## src/rtl/led_matrix_scan_if.sv

```systemverilog
// Write bus and swap handshake between the game logic and the LED matrix scan controller.
// The master side is the game FSM; the slave side is the scan controller.
interface led_matrix_scan_if;
  logic       wr_en;
  logic [2:0] wr_addr;
  logic [7:0] wr_data;
  logic       swap_req;
  logic       swap_ack;

  modport master (
    output wr_en,
    output wr_addr,
    output wr_data,
    output swap_req,
    input  swap_ack
  );

  modport slave (
    input  wr_en,
    input  wr_addr,
    input  wr_data,
    input  swap_req,
    output swap_ack
  );
endinterface

```

## src/rtl/led_matrix_scan_ctrl.sv

```systemverilog
// 8x8 LED matrix row scanner with double-buffered frames, tear-free swap at frame wrap,
// per-row guard blanking, global blank and a frame tick.
module led_matrix_scan_ctrl #(
  parameter int unsigned DIV   = 2500,
  parameter int unsigned GUARD = 2
) (
  input  logic                 system_clk,
  input  logic                 rst_n,
  led_matrix_scan_if.slave     bus,
  input  logic                 blank,
  output logic                 frame_tick,
  output logic [7:0]           row,
  output logic [7:0]           col
);

  localparam logic [15:0] CNT_LAST  = 16'(DIV - 1);
  localparam logic [15:0] GUARD_CNT = 16'(GUARD);

  logic [15:0] cnt_r;
  logic [2:0]  ridx_r;
  logic        sel_r;
  logic        pend_r;
  logic [7:0]  buf0_r [8];
  logic [7:0]  buf1_r [8];
  logic        swap_ack_r;
  logic        frame_tick_r;
  logic [7:0]  row_r;
  logic [7:0]  col_r;

  logic        wrap_s;
  logic        boundary_s;
  logic        swap_s;
  logic        dark_s;
  logic [7:0]  front_row_s;

  // Scan position decode, swap decision and front-buffer row read
  always_comb begin
    wrap_s      = (cnt_r == CNT_LAST);
    boundary_s  = wrap_s && (ridx_r == 3'd7);
    swap_s      = boundary_s && (pend_r || bus.swap_req);
    dark_s      = blank || (cnt_r < GUARD_CNT);
    if (sel_r) begin
      front_row_s = buf1_r[ridx_r];
    end else begin
      front_row_s = buf0_r[ridx_r];
    end
  end

  // Dwell counter and row index
  always_ff @(posedge system_clk) begin
    if (!rst_n) begin
      cnt_r  <= 16'd0;
      ridx_r <= 3'd0;
    end else if (wrap_s) begin
      cnt_r  <= 16'd0;
      ridx_r <= ridx_r + 3'd1;
    end else begin
      cnt_r  <= cnt_r + 16'd1;
    end
  end

  // Swap handshake; a request still high during the ack cycle is not re-latched
  always_ff @(posedge system_clk) begin
    if (!rst_n) begin
      sel_r        <= 1'b0;
      pend_r       <= 1'b0;
      swap_ack_r   <= 1'b0;
      frame_tick_r <= 1'b0;
    end else begin
      if (swap_s) begin
        sel_r  <= ~sel_r;
        pend_r <= 1'b0;
      end else if (bus.swap_req && !swap_ack_r) begin
        pend_r <= 1'b1;
      end else begin
        pend_r <= pend_r;
      end
      swap_ack_r   <= swap_s;
      frame_tick_r <= boundary_s;
    end
  end

  // Back-buffer writes use the pre-swap select, so a same-cycle write lands in the new front
  always_ff @(posedge system_clk) begin
    if (!rst_n) begin
      for (int i = 0; i < 8; i++) begin
        buf0_r[i] <= 8'h00;
        buf1_r[i] <= 8'h00;
      end
    end else if (bus.wr_en) begin
      if (sel_r) begin
        buf0_r[bus.wr_addr] <= bus.wr_data;
      end else begin
        buf1_r[bus.wr_addr] <= bus.wr_data;
      end
    end
  end

  // Registered row/column drive
  always_ff @(posedge system_clk) begin
    if (!rst_n) begin
      row_r <= 8'h00;
      col_r <= 8'hFF;
    end else if (dark_s) begin
      row_r <= 8'h00;
      col_r <= 8'hFF;
    end else begin
      row_r <= 8'h01 << ridx_r;
      col_r <= ~front_row_s;
    end
  end

  assign bus.swap_ack = swap_ack_r;
  assign frame_tick   = frame_tick_r;
  assign row          = row_r;
  assign col          = col_r;

endmodule
```

## src/flat_wrapper.sv

```systemverilog
// flat-port wrapper written by rule: the top's interface ports become plain ports
module led_matrix_scan_ctrl_flat 
#(
  parameter int unsigned DIV   = 2500,
  parameter int unsigned GUARD = 2
)
  (system_clk, rst_n, blank, frame_tick, row, col, bus_wr_en, bus_wr_addr, bus_wr_data, bus_swap_req, bus_swap_ack);
  led_matrix_scan_if bus_i ();
  input  logic system_clk;
  input  logic rst_n;
  input  logic blank;
  output logic frame_tick;
  output logic [7:0] row;
  output logic [7:0] col;
  input wire logic [$bits(bus_i.wr_en)-1:0] bus_wr_en;
  input wire logic [$bits(bus_i.wr_addr)-1:0] bus_wr_addr;
  input wire logic [$bits(bus_i.wr_data)-1:0] bus_wr_data;
  input wire logic [$bits(bus_i.swap_req)-1:0] bus_swap_req;
  output wire logic [$bits(bus_i.swap_ack)-1:0] bus_swap_ack;
  assign bus_i.wr_en = bus_wr_en;
  assign bus_i.wr_addr = bus_wr_addr;
  assign bus_i.wr_data = bus_wr_data;
  assign bus_i.swap_req = bus_swap_req;
  assign bus_swap_ack = bus_i.swap_ack;
  led_matrix_scan_ctrl #(.DIV(DIV), .GUARD(GUARD)) u_core (.system_clk(system_clk), .rst_n(rst_n), .bus(bus_i), .blank(blank), .frame_tick(frame_tick), .row(row), .col(col));
endmodule
```

## config.mk

```make
export PLATFORM = sky130hd
export DESIGN_NAME = led_matrix_scan_ctrl_flat
export DESIGN_NICKNAME = d
export VERILOG_FILES = /design/src/rtl/led_matrix_scan_if.sv /design/src/rtl/led_matrix_scan_ctrl.sv /design/src/flat_wrapper.sv
export SDC_FILE = /design/constraint.sdc
export NUM_CORES = 1
export LEC_CHECK = 0
export ABC_CLOCK_PERIOD_IN_PS = 2300
export CORE_ASPECT_RATIO = 1.5
export CORE_MARGIN = 2
export CORE_UTILIZATION = 33
export DETAILED_ROUTE_END_ITERATION = 16
export PLACE_DENSITY = 0.57
export REMOVE_ABC_BUFFERS = 1
export SYNTH_ARGS = -nofsm -noshare
export SYNTH_HDL_FRONTEND = slang
export SYNTH_SLANG_ARGS = --single-unit
```

## constraint.sdc

```tcl
create_clock -name system_clk -period 2.3 [get_ports system_clk]
set_input_delay 0.345 -clock system_clk [delete_from_list [all_inputs] [get_ports system_clk]]
set_output_delay 0.345 -clock system_clk [all_outputs]
set_load 0.05 [all_outputs]
```

; Word-level counts from Yosys, hierarchy flattened
; Memory sizes are Yosys's and may differ from the RTL's. A register that Yosys moved wholly into a read port is not among the register bits.
; Cells that the tools add are included.
[word_totals]
memories = 2
reg_bits = 39
word_cells = 50
ram_bits = 128
out_inout_bits = 18
input_bits = 16
[mem_list]
columns = memory, words, width, rd, rd_clocked_by_memory_dff, wr, line
row1 = u_core.buf0_r, 8, 8, 1, 1, 8, led_matrix_scan_ctrl.sv:23  ; logic [7:0] buf0_r [8];
row2 = u_core.buf1_r, 8, 8, 1, 1, 8, led_matrix_scan_ctrl.sv:24  ; logic [7:0] buf1_r [8];
[op_classes]
bitwise = 3
magnitude_cmp = 1
add_sub_neg = 2
n_reduce_logical = 11
n_shift = 1
mux = 20
eq_ne = 2
[op_table]
columns = operator, count
row1 = two-way mux 8 bit, 3
row2 = two-way mux 3 bit, 6
row3 = adder 16 x 1 -> 16 bit (second input constant), 1
row4 = equality test 16 x 12 -> 1 bit (second input constant), 1
row5 = less-than comparator 16 x 2 -> 1 bit (second input constant), 1
row6 = OR reduction 8 bit, 2
row7 = two-way mux 1 bit, 11
row8 = inverter 8 bit, 1
row9 = left shift 1 x 3 -> 8 bit (first input constant), 1
row10 = OR reduction 2 bit, 3
row11 = adder 3 x 1 -> 3 bit (second input constant), 1
row12 = equality test 3 bit (second input constant), 1
row13 = logical AND 1 bit, 3
row14 = logical OR 1 bit, 2
row15 = inverter 1 bit, 2
row16 = logical NOT 1 bit, 1

; Depth between registers and ports, before layout
; Gate-level depths: netlist of run 1.
[depth]
word_depth = 6
ltp_mapped = 6
depth_no_buf = 5

; Worst setup path after synthesis of run 1
; No wires, ideal clock.
[synth_timing]
path_type = input to register
from = input bus_wr_addr[0]
to = memory u_core.buf1_r[2][0], enable pin
setup_slack_ns = 0.426
setup_time_ns = 0.384
n_path_buf = 1
stages = 3
arrival_ns = 1.490
cell_sequence = or3_1 -> clkbuf_1 -> o21ai_0
[synth_lines]
columns = item, line
row1 = from (decl), flat_wrapper.sv:16  ; input wire logic [$bits(bus_i.wr_addr)-1:0] bus_wr_addr;
row2 = to (decl), led_matrix_scan_ctrl.sv:24

; Worst setup path in the final report of run 1
[layout_timing]
from = register u_core.swap_ack_r (netlist: u_core.bus.swap_ack)
to = output bus_swap_ack
[layout_lines]
columns = item, line
row1 = from (decl), led_matrix_scan_ctrl.sv:25  ; logic swap_ack_r;
row2 = from (signal assigned), led_matrix_scan_ctrl.sv:78  ; swap_ack_r <= swap_s;
row3 = to (decl), flat_wrapper.sv:19  ; output wire logic [$bits(bus_i.swap_ack)-1:0] bus_swap_ack;
; No word-level cell between the ends.

==> impl_metrics.py, run 1 <==
metrics = {
    "run_status": {
        "status": "complete, no violations",
    },
    "layout": {
        "stdcell_count": 871,
        "fin_nets": 604,
        "design_area_sq_um": 8900,
        "drive_gt1_share_pct": 14.5,
        "antenna_cells": 0,
        "syn2layout_area_growth_pct": 18.2,
    },
    "clocking": {
        "cts_made_buffers": 17,
        "cts-resized-gates": 0,
        "post_cts_buffers": 0,
        "cts.sink_count": 170,
        "clock_path_buffers": 2,
        "cts_tree": "done",
        "h-tree-depth": 4,
        "cts.reportedPaths.clkPinSlew_ns": 0.07,
        "clockRootBuffer": "clkbuf_16",
        "worst_skew_pair.late_latency_ns": 0.43,
        "ctsHoldBuffers": 0,
    },
    "yosys": {
        "syn_inst": 527,
        "syn-cell-area_sq_um": 7530,
        "yosys_register_bits": 170,
        "synth_top_family_by_area": "simple AND/OR/NAND/NOR gates",
        "ys_seq_area_share_pct": 62.2,
        "synth_edf_count": 128,
        "synth_xor_area_share_pct": 1.74,
        "async_flop_share_pct": 0,
        "muxShareOfSynthArea_pct": 12.9,
        "synth-simple-area-share_pct": 17.7,
        "ys_warn_count": 0,
        "ys.flop_type": "edfxtp_1",
        "synthDistinctLibCells": 40,
        "syn_area_per_cell_sq_um": 14.3,
        "synth_compound_area_share_pct": 2.26,
        "synth_fa_ha_area_share_pct": 0.997,
    },
    "sta": {
        "worstMarginPinSlew_ns": 0.809,
        "finalCritPeriodShare_pct": 82.2,
        "setup_viol": 0,
        "worst_slack_ns": 0.410,
        "final_max_slew_viol_count": 0,
        "period_needed_ns": 1.89,
        "hold_violations": 0,
        "rsz0062_at_grt": "false",
        "fmax_mhz": 529,
        "maxSlewHeadroom_pct": 46.0,
        "fin_worst_skew_ns": 0.0124,
    },
    "placement": {
        "place_inst": 839,
        "pre_cts_slack_ns": 0.0516,
        "dpl_cell_area_sq_um": 8290,
        "place.gp.congestion": 0.817,
        "dp.final_hpwl_mm": 11.6,
        "portBuffers": 33,
    },
    "power_and_ir_drop": {
        "p_leak_nw": 3.07,
        "clkPwrFrac_pct": 43.8,
        "internal_power_mw": 5.29,
        "peakVddDrop_v": 0.000496,
        "power.density_nw_per_um2": 759,
        "p_switching_mw": 1.47,
        "swShare_pct": 21.7,
        "combPwrFrac_pct": 4.7,
        "power_frac_seq_pct": 51.5,
        "finalPower_mw": 6.76,
    },
    "die": {
        "ios": 34,
        "die_h_microns": 189,
        "start_util_pct": 33.6,
        "dieArea_sq_um": 24100,
        "dieWidth_microns": 127,
        "core_sq_um": 22400,
        "rows": 67,
    },
    "drt": {
        "drt_pass1_iterations": 5,
        "drt-total-wl_mm": 16.3,
        "drc": 0,
        "wl_per_cell_microns": 18.7,
        "num_vias": 4353,
        "ant_nets": 0,
        "vias_per_cell": 5.00,
        "dr.first_iter.drc_count": 418,
    },
    "critical_path": {
        "cp_num_buf_inv": 1,
        "critPathRequiredTime_ns": 1.96,
        "crit_path_top_delay_cell": "clkdlybuf4s50_1",
        "worstSetupPathType": "flop to output pin",
        "cp-end-kind": "output pin",
        "critPathMaxStageDelay_ns": 0.80,
        "worstPathArrival_ns": 1.54,
        "startpoint_type": "flop",
        "path_cells": "clkdlybuf4s50_1",
        "crit_family": "buffers and inverters",
        "cp_max_fo": 2,
    },
    "global_routing": {
        "grt_pass1_vias": 4460,
        "grt_pass1_wl_mm": 25.6,
        "grt_max_degree": 33,
        "antenna_found_initial": 0,
        "globalRouteTotalUtil_pct": 14.4,
        "grt.overflow.total": 0,
    },
    "min_path": {
        "hold_path_class": "flop to flop",
    },
    "run": {
        "cap_violations": 0,
    },
}
[state kept, by name (all words and copies together), names as in the netlist, named ones only]
name / flops
u_core.buf0_r: 64
u_core.buf1_r: 64
u_core.bus.swap_ack: 1
u_core.cnt_r: 16
u_core.col: 8
u_core.frame_tick: 1
u_core.pend_r: 1
u_core.ridx_r: 3
u_core.row: 8
u_core.sel_r: 1
[cell usage in the layout (no fill, tap or decap), types with 4 or more instances in the layout]
| cell | instances |
|---|---|
| nand3_1 | 6 |
| buf_4 | 28 |
| o211ai_1 | 9 |
| xnor2_1 | 12 |
| mux4_2 | 16 |
| nand2_1 | 14 |
| inv_6 | 4 |
| inv_1 | 4 |
| mux2_2 | 8 |
| mux2i_1 | 10 |
| nor3_1 | 6 |
| nor4_1 | 5 |
| nor2b_1 | 4 |
| mux4_1 | 16 |
| edfxtp_1 | 128 |
| nor2_1 | 31 |
| o21ai_0 | 14 |
| dfxtp_1 | 41 |
| and2_1 | 130 |
| ha_1 | 6 |
| nand2b_1 | 7 |
| nand4_1 | 6 |
| clkdlybuf4s50_1 | 33 |
| clkbuf_16 | 17 |
| and3b_1 | 4 |
| and3_1 | 8 |
[final cells by class]
class,count,area [sq um]
multi-input combinational,327,2680
sequential,170,4690
clock buffer,18,429
timing repair buffer,62,561
fill,2047,13500
tap,276,345
inverter,4,15.0
clock inverter,14,183
[power by group through the flow]
stage	clock network [mW]	logic [mW]	registers, mW
floorplan	0	0.132	3.54
global placement	0	0.314	3.55
detailed placement	0	0.320	3.55
CTS	3.01	0.321	3.48
global route	3.15	0.339	3.49
finish	2.96	0.317	3.48
[synth_stat cells, types with 8 or more instances]
cell type	number	area share (%)
mux2_2	8	1.2
o21ai_0	14	0.93
xnor2_1	12	1.4
nor2_1	31	1.5
edfxtp_1	128	51
mux2i_1	10	1.3
nand2_1	14	0.70
o211ai_1	9	0.90
and2_1	130	11
dfxtp_1	42	11
mux4_1	16	5.6
and3_1	8	0.66
mux4_2	16	4.8
clkbuf_1	12	0.60
[metal layers]
layer	GRT usage (%)	wire length, microns	vias up
met5	0	0	-
met4	5.54	353	0
met3	2.88	629	18
met2	26.3	8930	113
met1	16.4	6380	2177
li1	-	-	2045
[metrics by stage]
step                      hold WS [ns]  util (%)  TNS [ns]
after floorplan                  0.418         -    -0.851
after global placement           0.431      37.0         0
after detailed placement         0.435      37.0         0
after CTS                        0.451      39.8         0
after global routing             0.486      39.8         0
final                            0.458      39.8         0
[path summary, 6_finish.rpt]
check                           endpoint  depth (start not counted)                      startpoint  slack (ns)
max                         bus_swap_ack                          1  u_core.bus.swap_ack$_SDFF_PN0_        0.41
min           u_core.cnt_r[0]$_SDFF_PP0_                          1      u_core.cnt_r[0]$_SDFF_PP0_        0.46
max reg2reg  u_core.cnt_r[11]$_SDFF_PP0_                          5     u_core.cnt_r[10]$_SDFF_PP0_        0.41
min reg2reg   u_core.cnt_r[0]$_SDFF_PP0_                          1      u_core.cnt_r[0]$_SDFF_PP0_        0.46
[cells by family (layout without fill, tap and decap cells)]
| group | after synthesis | in the layout |
|---|---|---|
| flip-flops | 170 | 170 |
| adder cells (fa/ha/maj) | 6 | 6 |
| multiplexers | 50 | 50 |
| XOR/XNOR | 15 | 15 |
| buffers and inverters | 30 | 98 |
| AO/OA/AOI/OAI | 27 | 27 |
| AND/OR/NAND/NOR | 229 | 229 |
Power figures use the tool's default switching activity.
==> run 2: changes to the inputs <==
--- a/config.mk
+++ b/config.mk
@@ -5,7 +5,7 @@
 export SDC_FILE = /design/constraint.sdc
 export NUM_CORES = 1
 export LEC_CHECK = 0
-export ABC_CLOCK_PERIOD_IN_PS = 2300
+export ABC_CLOCK_PERIOD_IN_PS = 1800
 export CORE_ASPECT_RATIO = 1.5
 export CORE_MARGIN = 2
 export CORE_UTILIZATION = 33
==> constraint.sdc (replaced) <==
create_clock -name system_clk -period 1.8 [get_ports system_clk]
set_input_delay 0.27 -clock system_clk [delete_from_list [all_inputs] [get_ports system_clk]]
set_output_delay 0.27 -clock system_clk [all_outputs]
set_load 0.05 [all_outputs]
==> run 2 against run 1 <==
  * Final cell count grew 3.6%
  * Final area grew 3.4%
  * Via count grew 0.30%
  * Count of clock-buffer cells in the layout did not move
  * Clock skew shrank 0.0013 ns
  * Largest cell class unchanged
  * Non-clock buffer count up 31
  * Global-route usage hardly changed
  * Die area stayed put
  * Worst hold slack improved by 0.013 ns
  * Setup slack got worse by 0.35 ns
  * Wire length up 1.5%
  * Critical endpoint is now u_core.col[2]$_SDFF_PP1_
==> impl_metrics.py, run 2 (synthesis gave the netlist of run 1 again) <==
metrics = {
    "global_routing": {
        "grt.overflow.total": 0,
        "grt_pass1_wl_mm": 25.8,
        "grt_pass1_vias": 4555,
        "antenna_found_initial": 0,
        "grt_max_degree": 33,
        "globalRouteTotalUtil_pct": 14.4,
    },
    "die": {
        "die_h_microns": 189,
        "dieWidth_microns": 127,
        "ios": 34,
        "core_sq_um": 22400,
        "start_util_pct": 33.6,
        "rows": 67,
        "dieArea_sq_um": 24100,
    },
    "clocking": {
        "worst_skew_pair.late_latency_ns": 0.42,
        "cts_tree": "done",
        "clockRootBuffer": "clkbuf_16",
        "clock_path_buffers": 2,
        "cts.reportedPaths.clkPinSlew_ns": 0.06,
        "ctsHoldBuffers": 0,
        "post_cts_buffers": 0,
        "cts.sink_count": 170,
        "cts_made_buffers": 17,
        "h-tree-depth": 4,
    },
    "placement": {
        "place.gp.congestion": 0.820,
        "dpl_cell_area_sq_um": 8600,
        "place_inst": 870,
        "portBuffers": 33,
        "pre_cts_slack_ns": -0.252,
        "dp.final_hpwl_mm": 12.1,
    },
    "critical_path": {
        "critPathRequiredTime_ns": 2.14,
        "rr_worst_depth": 6,
        "ff2ff_setup_slack_ns": 0.06,
        "worstSetupPathType": "flop to flop",
        "r2r_end": "u_core.col[2]$_SDFF_PP1_",
        "worstPathArrival_ns": 2.07,
        "cp-end-kind": "flop",
        "cp_max_fo": 11,
        "startpoint_type": "flop",
    },
    "power_and_ir_drop": {
        "finalPower_mw": 8.70,
        "peakVddDrop_v": 0.000573,
        "p_leak_nw": 3.31,
        "power.density_nw_per_um2": 945,
    },
    "sta": {
        "setup_viol": 0,
        "fmax_mhz": 576,
        "fin_worst_skew_ns": 0.0111,
        "hold_violations": 0,
        "final_max_slew_viol_count": 0,
        "rsz0062_at_grt": "false",
        "worst_slack_ns": 0.0626,
        "finalCritPeriodShare_pct": 96.5,
        "worstMarginPinSlew_ns": 0.499,
        "period_needed_ns": 1.74,
        "maxSlewHeadroom_pct": 66.7,
    },
    "layout": {
        "stdcell_count": 902,
        "fin_nets": 635,
        "drive_gt1_share_pct": 19.2,
        "antenna_cells": 0,
        "syn2layout_area_growth_pct": 22.2,
        "top_regs": "u_core.buf0_r: 64 flops, u_core.buf1_r: 64 flops, u_core.cnt_r: 16 flops",
        "design_area_sq_um": 9210,
        "final_cell_mix": "and2_1 (130), edfxtp_1 (128), buf_4 (53)",
        "final_common_cell": "and2_1",
    },
    "drt": {
        "wl_per_cell_microns": 18.3,
        "vias_per_cell": 4.84,
        "num_vias": 4366,
        "drc": 0,
        "drt_pass1_iterations": 4,
        "dr.first_iter.drc_count": 280,
        "drt-total-wl_mm": 16.5,
        "ant_nets": 0,
    },
    "min_path": {
        "holdPathEnd": "u_core.cnt_r[0]$_SDFF_PP0_",
        "min_from": "u_core.cnt_r[0]$_SDFF_PP0_",
        "hold_path_class": "flop to flop",
        "hold_depth": 1,
    },
    "run": {
        "cap_violations": 0,
    },
    "run_status": {
        "status": "complete, no violations",
    },
}
[run 2: power by group]
| group | leakage (nW) | internal, mW | total (mW) | switching [mW] |
|---|---|---|---|---|
| registers | 1.56 | 4.38 | 4.45 | 0.0645 |
| clock network | 0.298 | 2.22 | 3.80 | 1.58 |
| logic | 1.45 | 0.195 | 0.447 | 0.252 |
[run 2: layout make-up]
cell class                      count  area (sq um)
Clock buffer                       18           429
Tap cell                          276           345
Clock inverter                     14           183
Timing Repair Buffer               93           850
Sequential cell                   170          4690
Fill cell                        2029         13200
Multi-Input combinational cell    327          2700
Inverter                            4          15.0
[run 2: how the worst max path moves through the flow]
| stage | cells after the start | to |
|---|---|---|
| after floorplan | 3 | u_core.col[1]$_SDFF_PP1_ |
| after global placement | 6 | u_core.buf1_r[0][1]$_SDFFCE_PN0P_ |
| after detailed placement | 6 | u_core.buf1_r[3][7]$_SDFFCE_PN0P_ |
| after CTS | 1 | frame_tick |
| after global routing | 6 | u_core.col[4]$_SDFF_PP1_ |
| final | 6 | u_core.col[2]$_SDFF_PP1_ |
[run 2: per-layer routing]
metal / GRT usage [%] / vias up / routed length [microns]
met5: 0 / - / 0
met4: 4.86 / 0 / 206
met3: 2.63 / 14 / 563
met2: 27.3 / 86 / 9290
met1: 16.0 / 2159 / 6480
li1: - / 2107 / -
[run 2: metrics by stage]
step	hold WS [ns]	setup TNS, ns	utilization (%)
global placement	0.433	-42.12	38.4
CTS	0.474	0	41.1
detailed placement	0.461	-39.20	38.4
global route	0.501	0	41.1
finish	0.471	0	41.1
floorplan	0.392	-22.23	-
[run 2: timing repair]
item	4_1_cts	5_1_grt
endpoints found under the hold margin	0	0
endpoints found under the setup margin	17	18
resized for setup	17	4
[run 2: critical path: stages (launching register included)]
cell	delay, ns
dfxtp_2	0.38
buf_12	0.16
buf_12	0.15
mux4_2	0.52
mux2i_1	0.25
nand2_1	0.09
o211ai_1	0.10
==> run 3: changes to the inputs <==
--- a/config.mk
+++ b/config.mk
@@ -9,9 +9,11 @@
 export CORE_ASPECT_RATIO = 1.5
 export CORE_MARGIN = 2
 export CORE_UTILIZATION = 33
+export CTS_CLUSTER_DIAMETER = 100
 export DETAILED_ROUTE_END_ITERATION = 16
 export PLACE_DENSITY = 0.57
 export REMOVE_ABC_BUFFERS = 1
+export SLEW_MARGIN = 20
 export SYNTH_ARGS = -nofsm -noshare
 export SYNTH_HDL_FRONTEND = slang
 export SYNTH_SLANG_ARGS = --single-unit
==> results of run 3 <==
The final DEF is identical to that of run 2; final timing and power are the same.
